## config.mk

```make
export PLATFORM = sky130hd
export DESIGN_NAME = uart_tx_fifo_flat
export DESIGN_NICKNAME = d
export VERILOG_FILES = /design/src/rtl/uart_tx_fifo_if.sv /design/src/rtl/uart_tx_fifo.sv /design/src/flat_wrapper.sv
export SDC_FILE = /design/constraint.sdc
export NUM_CORES = 1
export LEC_CHECK = 0
export ABC_AREA = 1
export BUFFER_PORTS_ARGS = -buffer_cell sky130_fd_sc_hd__buf_2
export CAP_MARGIN = 20
export CORE_ASPECT_RATIO = 2
export CORE_MARGIN = 2
export CORE_UTILIZATION = 61
export DETAILED_ROUTE_END_ITERATION = 7
export GPL_TIMING_DRIVEN = 0
export MAX_ROUTING_LAYER = met4
export PLACE_DENSITY = 0.79
export SYNTH_ARGS = -nofsm -noshare
export SYNTH_HDL_FRONTEND = slang
export SYNTH_SLANG_ARGS = --single-unit
export TNS_END_PERCENT = 1
```

## constraint.sdc

```tcl
create_clock -name clk -period 2.6 [get_ports clk]
set_input_delay 0.39 -clock clk [delete_from_list [all_inputs] [get_ports clk]]
set_output_delay 0.39 -clock clk [all_outputs]
set_load 0.005 [all_outputs]
```

## src/rtl/uart_tx_fifo_if.sv

```systemverilog
`default_nettype none
// ============================================================================
//  Module      : uart_tx_fifo_if
//  Description : Producer-side push/status and uart_tx handshake bundle for
//                uart_tx_fifo. slave = the FIFO, master = the surroundings.
//  Revision    : 1.0  initial release
// ============================================================================
interface uart_tx_fifo_if #(
    parameter int ADDR_W = 4,
    parameter int DATA_W = 8
) ();
    // producer side
    logic              i_wr_en;
    logic [DATA_W-1:0] i_wr_data;
    logic              i_clr_ovf;
    logic              o_full;
    logic              o_empty;
    logic [ADDR_W:0]   o_count;
    logic              o_overflow;
    // uart_tx side
    logic              o_start_tx;
    logic [DATA_W-1:0] o_tx_data;
    logic              i_tx_busy;
    logic              i_tx_done;

    modport slave (
        input  i_wr_en, i_wr_data, i_clr_ovf, i_tx_busy, i_tx_done,
        output o_full, o_empty, o_count, o_overflow, o_start_tx, o_tx_data
    );

    modport master (
        output i_wr_en, i_wr_data, i_clr_ovf, i_tx_busy, i_tx_done,
        input  o_full, o_empty, o_count, o_overflow, o_start_tx, o_tx_data
    );
endinterface
`default_nettype wire

```

## src/rtl/uart_tx_fifo.sv

```systemverilog
`default_nettype none
// ============================================================================
//  Module      : uart_tx_fifo
//  Description : Byte FIFO plus transmit sequencer feeding uart_tx. Bytes are
//                popped one at a time and launched with a one-cycle start
//                pulse; the next launch waits for done and an idle uart_tx.
//  Revision    : 1.0  initial release
// ============================================================================
module uart_tx_fifo #(
    parameter int ADDR_W = 4,
    parameter int DATA_W = 8
) (
    input  wire logic    clk,
    input  wire logic    i_rst_n,
    uart_tx_fifo_if.slave bus
);
    localparam int              DEPTH   = 2**ADDR_W;
    localparam logic [ADDR_W:0] c_DEPTH = (ADDR_W+1)'(DEPTH);
    localparam logic [ADDR_W:0] c_ONE   = (ADDR_W+1)'(1);
    localparam logic [ADDR_W-1:0] c_PTR_ONE = ADDR_W'(1);

    typedef enum logic [1:0] {
        S_IDLE      = 2'd0,
        S_START     = 2'd1,
        S_WAIT_DONE = 2'd2
    } state_t;

    logic [DATA_W-1:0] r_mem [DEPTH];
    logic [ADDR_W-1:0] r_wr_ptr;
    logic [ADDR_W-1:0] r_rd_ptr;
    logic [ADDR_W:0]   r_count;
    logic              r_overflow;
    logic              r_start_tx;
    logic [DATA_W-1:0] r_tx_data;
    state_t            r_state;

    logic w_full;
    logic w_empty;
    logic w_push;
    logic w_pop;

    // Full/empty decode only from the registered count, so no input reaches
    // an output combinationally.
    assign w_full  = (r_count == c_DEPTH);
    assign w_empty = (r_count == '0);
    // A push while full is dropped even if a pop happens on the same edge.
    assign w_push  = bus.i_wr_en && !w_full;
    // The only pop point is the IDLE->START launch.
    assign w_pop   = (r_state == S_IDLE) && !w_empty && !bus.i_tx_busy;

    assign bus.o_full     = w_full;
    assign bus.o_empty    = w_empty;
    assign bus.o_count    = r_count;
    assign bus.o_overflow = r_overflow;
    assign bus.o_start_tx = r_start_tx;
    assign bus.o_tx_data  = r_tx_data;

    // Storage array; contents are don't-care after reset, so it has no reset.
    always_ff @(posedge clk) begin
        if (w_push) begin
            r_mem[r_wr_ptr] <= bus.i_wr_data;
        end
    end

    // Pointers wrap naturally at DEPTH; occupancy tracks push/pop balance.
    always_ff @(posedge clk or negedge i_rst_n) begin
        if (!i_rst_n) begin
            r_wr_ptr <= '0;
            r_rd_ptr <= '0;
            r_count  <= '0;
        end else begin
            if (w_push) begin
                r_wr_ptr <= r_wr_ptr + c_PTR_ONE;
            end
            if (w_pop) begin
                r_rd_ptr <= r_rd_ptr + c_PTR_ONE;
            end
            case ({w_push, w_pop})
                2'b10:   r_count <= r_count + c_ONE;
                2'b01:   r_count <= r_count - c_ONE;
                default: r_count <= r_count;
            endcase
        end
    end

    // Sticky overflow flag; a drop in the same cycle as a clear keeps it set.
    always_ff @(posedge clk or negedge i_rst_n) begin
        if (!i_rst_n) begin
            r_overflow <= 1'b0;
        end else if (bus.i_wr_en && w_full) begin
            r_overflow <= 1'b1;
        end else if (bus.i_clr_ovf) begin
            r_overflow <= 1'b0;
        end
    end

    // Launch sequencer with registered start pulse and held transmit byte.
    always_ff @(posedge clk or negedge i_rst_n) begin
        if (!i_rst_n) begin
            r_state    <= S_IDLE;
            r_start_tx <= 1'b0;
            r_tx_data  <= '0;
        end else begin
            case (r_state)
                S_IDLE: begin
                    r_start_tx <= 1'b0;
                    if (w_pop) begin
                        r_tx_data  <= r_mem[r_rd_ptr];
                        r_start_tx <= 1'b1;
                        r_state    <= S_START;
                    end
                end
                S_START: begin
                    // done is ignored here; uart_tx has only just seen start
                    r_start_tx <= 1'b0;
                    r_state    <= S_WAIT_DONE;
                end
                S_WAIT_DONE: begin
                    r_start_tx <= 1'b0;
                    if (bus.i_tx_done) begin
                        r_state <= S_IDLE;
                    end
                end
                default: begin
                    r_start_tx <= 1'b0;
                    r_state    <= S_IDLE;
                end
            endcase
        end
    end
endmodule
`default_nettype wire

```

## src/flat_wrapper.sv

```systemverilog
// flat-port wrapper written by rule: the top's interface ports become plain ports
module uart_tx_fifo_flat 
#(
    parameter int ADDR_W = 4,
    parameter int DATA_W = 8
)
  (clk, i_rst_n, bus_i_wr_en, bus_i_wr_data, bus_i_clr_ovf, bus_i_tx_busy, bus_i_tx_done, bus_o_full, bus_o_empty, bus_o_count, bus_o_overflow, bus_o_start_tx, bus_o_tx_data);
  uart_tx_fifo_if #(.ADDR_W(ADDR_W), .DATA_W(DATA_W)) bus_i ();
  input  wire logic clk;
  input  wire logic i_rst_n;
  input wire logic [$bits(bus_i.i_wr_en)-1:0] bus_i_wr_en;
  input wire logic [$bits(bus_i.i_wr_data)-1:0] bus_i_wr_data;
  input wire logic [$bits(bus_i.i_clr_ovf)-1:0] bus_i_clr_ovf;
  input wire logic [$bits(bus_i.i_tx_busy)-1:0] bus_i_tx_busy;
  input wire logic [$bits(bus_i.i_tx_done)-1:0] bus_i_tx_done;
  output wire logic [$bits(bus_i.o_full)-1:0] bus_o_full;
  output wire logic [$bits(bus_i.o_empty)-1:0] bus_o_empty;
  output wire logic [$bits(bus_i.o_count)-1:0] bus_o_count;
  output wire logic [$bits(bus_i.o_overflow)-1:0] bus_o_overflow;
  output wire logic [$bits(bus_i.o_start_tx)-1:0] bus_o_start_tx;
  output wire logic [$bits(bus_i.o_tx_data)-1:0] bus_o_tx_data;
  assign bus_i.i_wr_en = bus_i_wr_en;
  assign bus_i.i_wr_data = bus_i_wr_data;
  assign bus_i.i_clr_ovf = bus_i_clr_ovf;
  assign bus_i.i_tx_busy = bus_i_tx_busy;
  assign bus_i.i_tx_done = bus_i_tx_done;
  assign bus_o_full = bus_i.o_full;
  assign bus_o_empty = bus_i.o_empty;
  assign bus_o_count = bus_i.o_count;
  assign bus_o_overflow = bus_i.o_overflow;
  assign bus_o_start_tx = bus_i.o_start_tx;
  assign bus_o_tx_data = bus_i.o_tx_data;
  uart_tx_fifo #(.ADDR_W(ADDR_W), .DATA_W(DATA_W)) u_core (.clk(clk), .i_rst_n(i_rst_n), .bus(bus_i));
endmodule
```

==> impl_metrics.ini, run 1 <==
[run_status]
outcome = finished clean

[placed_design]
dp_hpwl_um = 11800
globalplace.congestion = 1.03
dp_cells = 844
io_buffers = 30

[worst_setup_path]
crit_chain = nor2_1 -> nand2_1 -> inv_1 -> nand2_2 -> nand2_2 -> inv_1 -> buf_2 -> ha_4 -> fa_2 -> a21oi_1 -> nor2_1 -> nor2_1 -> xor2_1 -> nand2_1 -> nand2_1
arrival_ns = 2.77
start_kind = flip-flop
r2r_slack_ns = 0.20
crit_path_end_kind = flip-flop
worst_path_max_delay_cell = dfrtp_2
path_buf_inv = 3
slowest_delay_ns = 0.45
crit_type = reg -> reg
cp_data_required_time_ns = 2.97
cp_top_family = simple AND/OR/NAND/NOR gates
path_max_fanout = 10

[clocking]
cts_root_buf = clkbuf_16
cts.clk_slew.worst_paths_ns = 0.06
cts.sinks = 153
cts_buffers = 17
clkLatencyLatePin_ns = 0.43
clk_path_buf_depth = 2
h-tree-depth = 4
cts_tree = built

[routing]
drtIter0Drc = 458
ant_nets = 0
first_pass_iters = 8
num_vias = 4917
drc = 0
drt-wirelength-per-cell_um = 19.4
viasPerCell = 5.56
finalWirelength_um = 17100

[grt]
antenna_found_initial = 0
grt_max_degree = 26
grt_overflow = 0
grt_pass1_vias = 4993
grt_util_all_layers = 0.313
grt_pass1_wl_um = 26300

[synth]
synth_warnings = 0
yosysTopAreaCell = edfxtp_1
yosysTopAreaCellShare = 0.568
synth_top_family_by_area = simple AND/OR/NAND/NOR gates
synthMuxAreaShare = 0
netlist_instances = 670
synthTopCellsByArea = edfxtp_1 57%, nand2_1 12%, dfrtp_1 9.2%
synth_area_mm2 = 0.00677
synth_xor_area_frac = 0.0116
ys_seq_area_frac = 0.660
syn_avg_cell_area_um2 = 10.1
synth-simple-area-share = 0.209
synthAdderAreaFrac = 0.0196
ys_ff_latch = 153
synth_cell_types = 24
syn_nets = 694
synth_compound_area_frac = 0.00979

[timing]
fin_tns_setup_ns = 0
timing.slew.headroom = 0.352
fin_crit_ns = 2.40
worst_pin_slew_ns = 0.968
setup_viol = 0
fin_worst_skew_ns = 0.00540
max_freq_mhz = 417
finalHoldWorstSlack_ns = 0.151
rsz0062_at_grt = no
fin_crit_sh = 0.922
finalHoldViolCount = 0
slew_violations = 0

[power]
p_leak_nw = 3.58
ir_worst_vdd_v = 0.000875
power_density_mw_per_mm2 = 1140

[floorplanning]
initial_core_util = 0.623
dieHeight_um = 153
dieArea_mm2 = 0.0120
ios = 31
rows = 54
die_w_um = 78.5
core_area_mm2 = 0.0109

[job]
maxCapViolCount = 0

[final_layout]
final_cell_mix = 214 x nand2_1, 128 x edfxtp_1, 117 x inv_1
fill_cells = 757
areaGrowthSynthToFinish_pct = 15.6
instances_no_fill = 884
layout_commonest_cell = nand2_1
final_util = 0.720
drive_above_1_share = 0.147
fin_nets = 755
antennaDiodeCount = 0

[min_path]
hold_path_class = in -> reg
final timing paths:
| check | to | cells past startpoint | startpoint |
|---|---|---|---|
| min | u_core.bus.o_overflow | 2 | bus_i_clr_ovf |
| max in group asynchronous | u_core.bus.o_count[0] | 2 | i_rst_n |
| max | u_core.bus.o_count[4] | 15 | u_core.bus.o_count[0] |
| min reg2reg | u_core.bus.o_tx_data[3] | 2 | u_core.bus.o_tx_data[3] |
| min in group asynchronous | u_core.bus.o_count[4] | 2 | i_rst_n |
| max reg2reg | u_core.bus.o_count[4] | 15 | u_core.bus.o_count[0] |
worst reg2reg max path, delay by kind of cell (launching register included):
kind | cells | cell delay [ns]
xor+xnor | 1 | 0.15
compound gates | 1 | 0.16
buf+inv | 3 | 0.34
fa+ha+maj | 2 | 0.59
simple gates | 8 | 0.65
flops | 1 | 0.45
routing by layer:
metal	up-vias	global-route usage	part of all wire
met2	254	0.524	0.53
li1	2279	-	-
met4	0	0.237	0.079
met1	2297	0.313	0.34
met3	87	0.0602	0.060
met5	-	-	0
per-stage QoR:
stage	total power (W)	cell area, µm²	worst slack [ns]
after floorplan	0.00524	6770	0.299
after global placement	0.00615	7100	-0.118
after detailed placement	0.00630	7130	-0.159
after CTS	0.00889	7770	0.0193
after global routing	0.00941	7830	0.0527
final	0.00896	7830	0.202
where the power goes:
part	leakage [nW]	switching (W)	internal [W]	total (W)
clock	0.297	0.00104	0.00154	0.00258
combinational	1.82	0.00214	0.00102	0.00316
sequential	1.46	0.000184	0.00305	0.00323
final cells by class:
cell class	count	area, µm²	area share
Sequential cell	153	4470	0.571
Multi-Input combinational cell	370	1720	0.220
Inverter	119	447	0.0571
Clock buffer	18	429	0.0548
Timing Repair Buffer	42	230	0.0294
Clock inverter	14	185	0.0237
Tap cell	140	175	0.0224
Buffer	28	168	0.0214
repair_timing:
item	CTS	global route
pin swaps	1	0
hold endpoints to repair	25	0
buffers inserted	1	0
resized for setup	3	5
hold buffers	1	0
setup endpoints to repair	2	2
sequential cells by signal (all words and copies together), names as in the netlist:
| name | count |
|---|---|
| u_core.bus.o_count | 5 |
| u_core.r_mem | 128 |
| u_core.bus.o_start_tx | 1 |
| u_core.r_state | 2 |
| u_core.bus.o_tx_data | 8 |
| u_core.r_rd_ptr | 4 |
| u_core.bus.o_overflow | 1 |
| u_core.r_wr_ptr | 4 |
cells in the mapped netlist:
master,n
fa_1,1
clkbuf_1,1
a21boi_0,1
nand2_1,216
nor2_1,11
buf_4,8
clkinv_1,1
ha_1,9
dfrtp_1,25
buf_6,1
nor3_1,13
buf_2,18
o21a_1,1
xnor2_1,2
o21ai_0,6
inv_1,117
a31oi_1,1
edfxtp_1,128
nand2_2,1
nand3_1,98
a21oi_1,2
xor2_1,7
inv_2,1
o21ai_1,1
cells by family after synthesis:
group	count (synthesis)
AOI/OAI and AO/OA	12
DFF	153
and+or+nand+nor	339
buffers and inverters	147
xor gates and xnor gates	9
adders and majority gates	10
No activity file was read; power rests on OpenSTA's default activity.
==> run 2: changes to the inputs <==
--- a/config.mk
+++ b/config.mk
@@ -5,16 +5,16 @@
 export SDC_FILE = /design/constraint.sdc
 export NUM_CORES = 1
 export LEC_CHECK = 0
-export ABC_AREA = 1
+export ABC_AREA = 0
 export BUFFER_PORTS_ARGS = -buffer_cell sky130_fd_sc_hd__buf_2
 export CAP_MARGIN = 20
 export CORE_ASPECT_RATIO = 2
 export CORE_MARGIN = 2
-export CORE_UTILIZATION = 61
+export CORE_UTILIZATION = 60
 export DETAILED_ROUTE_END_ITERATION = 7
 export GPL_TIMING_DRIVEN = 0
 export MAX_ROUTING_LAYER = met4
-export PLACE_DENSITY = 0.79
+export PLACE_DENSITY = 0.78
 export SYNTH_ARGS = -nofsm -noshare
 export SYNTH_HDL_FRONTEND = slang
 export SYNTH_SLANG_ARGS = --single-unit
==> impl_metrics.ini, run 2 <==
[worst_setup_path]
crit_start = u_core.bus.o_count[2]
r2r_slack_ns = -0.05
worst_path_max_delay_cell = or3_4
path_max_fanout = 4
cp_data_required_time_ns = 2.94
arrival_ns = 2.99
rr_startpoint = u_core.bus.o_count[2]
crit_chain = or3_4 -> o31a_1 -> ha_4 -> fa_2 -> a21o_1 -> a21oi_2 -> mux2i_1 -> xnor2_1
crit_path_end_kind = flip-flop
start_kind = flip-flop
crit_type = reg -> reg
reg2reg_depth = 8
slowest_delay_ns = 0.43
r2r_end = u_core.bus.o_count[4]

[clocking]
cts_buffers = 17
clk_path_buf_depth = 2
h-tree-depth = 4
cts_root_buf = clkbuf_16
cts.clk_slew.worst_paths_ns = 0.06
cts_tree = built
clkLatencyLatePin_ns = 0.42
cts.sinks = 153

[timing]
fin_tns_setup_ns = -0.0457
max_freq_mhz = 378
finalWorstSetupSlack_ns = -0.0457
fin_crit_ns = 2.65
timing.slew.headroom = 0.369
finalHoldViolCount = 0
slew_violations = 0
fin_crit_sh = 1.02
setup_viol = 1
fin_worst_skew_ns = 0.00923
worst_pin_slew_ns = 0.944
rsz0062_at_grt = yes

[synth]
yosysTopAreaCell = edfxtp_1
syn_avg_cell_area_um2 = 19.2
synthTopCellsByArea = edfxtp_1 63%, mux4_2 12%, dfrtp_1 10%
async_flop_share = 0.163
netlist_top_cells_count = 128 x edfxtp_1, 32 x mux4_2, 25 x dfrtp_1, 21 x nor2_1
synth_area_mm2 = 0.00611
yosysMostFrequentCell = edfxtp_1
synth_cell_types = 30
synth_warnings = 0
ys_seq_area_frac = 0.731
syn_nets = 342
synth_enable_flop_cells = 128
ys.flop_type = edfxtp_1
yosysTopAreaCellShare = 0.629
ys_ff_latch = 153
netlist_instances = 318

[routing]
finalWirelength_um = 11800
drt-wirelength-per-cell_um = 22.5
num_vias = 3139
viasPerCell = 5.97
drc = 0
ant_nets = 0
first_pass_iters = 5
drtIter0Drc = 262

[floorplanning]
initial_core_util = 0.610
ios = 31
dieArea_mm2 = 0.0111
rows = 52
die_w_um = 75.4
dieHeight_um = 147
core_area_mm2 = 0.0100

[final_layout]
top_register = u_core.r_mem
final_cell_mix = 128 x edfxtp_1, 37 x buf_2, 32 x mux4_2
antennaDiodeCount = 0
layout_commonest_cell = edfxtp_1
largest_reg_flops = 128
areaGrowthSynthToFinish_pct = 17.0
drive_above_1_share = 0.335
fin_nets = 403
instances_no_fill = 526

[power]
ir_worst_vdd_v = 0.000746
p_leak_nw = 2.53
power_w = 0.00824
power_density_mw_per_mm2 = 1150

[min_path]
hold-path-endpoint = u_core.bus.o_overflow
hold_path_class = in -> reg
hold_depth = 2
min-delay-start = bus_i_clr_ovf

[placed_design]
globalplace.congestion = 0.773
io_buffers = 30
dp_hpwl_um = 8090
dp_cells = 487

[run_status]
violations = negative setup slack
outcome = finished, violations left

[grt]
grt_util_all_layers = 0.246
grt_pass1_vias = 3340
grt_overflow = 0
grt_max_degree = 26
grt_pass1_wl_um = 18200
antenna_found_initial = 0

[job]
maxCapViolCount = 0
[run 2: what timing repair did]
action | in CTS | in global routing
hold buffers | 1 | 0
endpoints found under the setup margin | 72 | 2
gates resized for setup | 2 | 1
cloned | 0 | 0
hold endpoints to repair | 25 | 0
setup buffers | 8 | 2
pin swaps | 7 | 7
[run 2: area by class of cell]
cell class | count | area [µm²]
Tap cell | 135 | 169
Buffer | 17 | 83.8
Multi-Input combinational cell | 140 | 1550
Fill cell | 632 | 2870
Sequential cell | 153 | 4470
Clock inverter | 12 | 148
Clock buffer | 19 | 453
Timing Repair Buffer | 45 | 255
Inverter | 5 | 18.8
[run 2: cells by family after synthesis]
family | Yosys count | share of synthesized area
DFF | 153 | 0.731
and+or+nand+nor | 48 | 0.0354
muxes | 44 | 0.138
AOI/OAI and AO/OA | 28 | 0.0409
buffers and inverters | 25 | 0.0188
xor gates and xnor gates | 10 | 0.0143
adders and majority gates | 10 | 0.0217
[run 2: layer usage]
metal | vias to the layer above | wire [µm] | global-route usage
li1 | 1386 | - | -
met1 | 1614 | 3900 | 0.254
met2 | 114 | 7060 | 0.430
met3 | 25 | 548 | 0.0514
met4 | 0 | 314 | 0.107
met5 | - | 0 | -
[run 2: stage by stage]
stage | area, µm² | setup WS (ns) | util | hold slack, ns
finish | 7150 | -0.0457 | 0.714 | 0.161
global route | 7150 | -0.0834 | 0.714 | 0.164
CTS | 7150 | -0.0791 | 0.714 | 0.152
detailed placement | 6480 | -0.291 | 0.647 | 0.422
global placement | 6460 | -0.348 | 0.645 | 0.423
floorplan | 6150 | -0.0580 | - | 0.0944
[run 2: how the worst max path moves through the flow]
stage	to	slack, ns	cells past startpoint
after floorplan	u_core.bus.o_count[4]	-0.06	10
after global placement	u_core.r_mem[3][2]	-0.35	5
after detailed placement	u_core.bus.o_count[4]	-0.29	10
after CTS	u_core.bus.o_count[4]	-0.08	10
after global routing	u_core.bus.o_count[4]	-0.08	8
final	u_core.bus.o_count[4]	-0.05	8
[run 2: critical path: cells and delay by family (launching register included)]
| family | cells | cell delay [ns] |
|---|---|---|
| fa+ha+maj | 2 | 0.57 |
| flops | 1 | 0.41 |
| xor+xnor | 1 | 0.14 |
| simple gates | 1 | 0.43 |
| mux | 1 | 0.27 |
| compound gates | 3 | 0.74 |
[run 2: power breakdown]
group          total (W)  internal (W)  switching, W
sequential       0.00325       0.00307      0.000182
combinational    0.00253       0.00119       0.00134
clock            0.00247       0.00155      0.000918
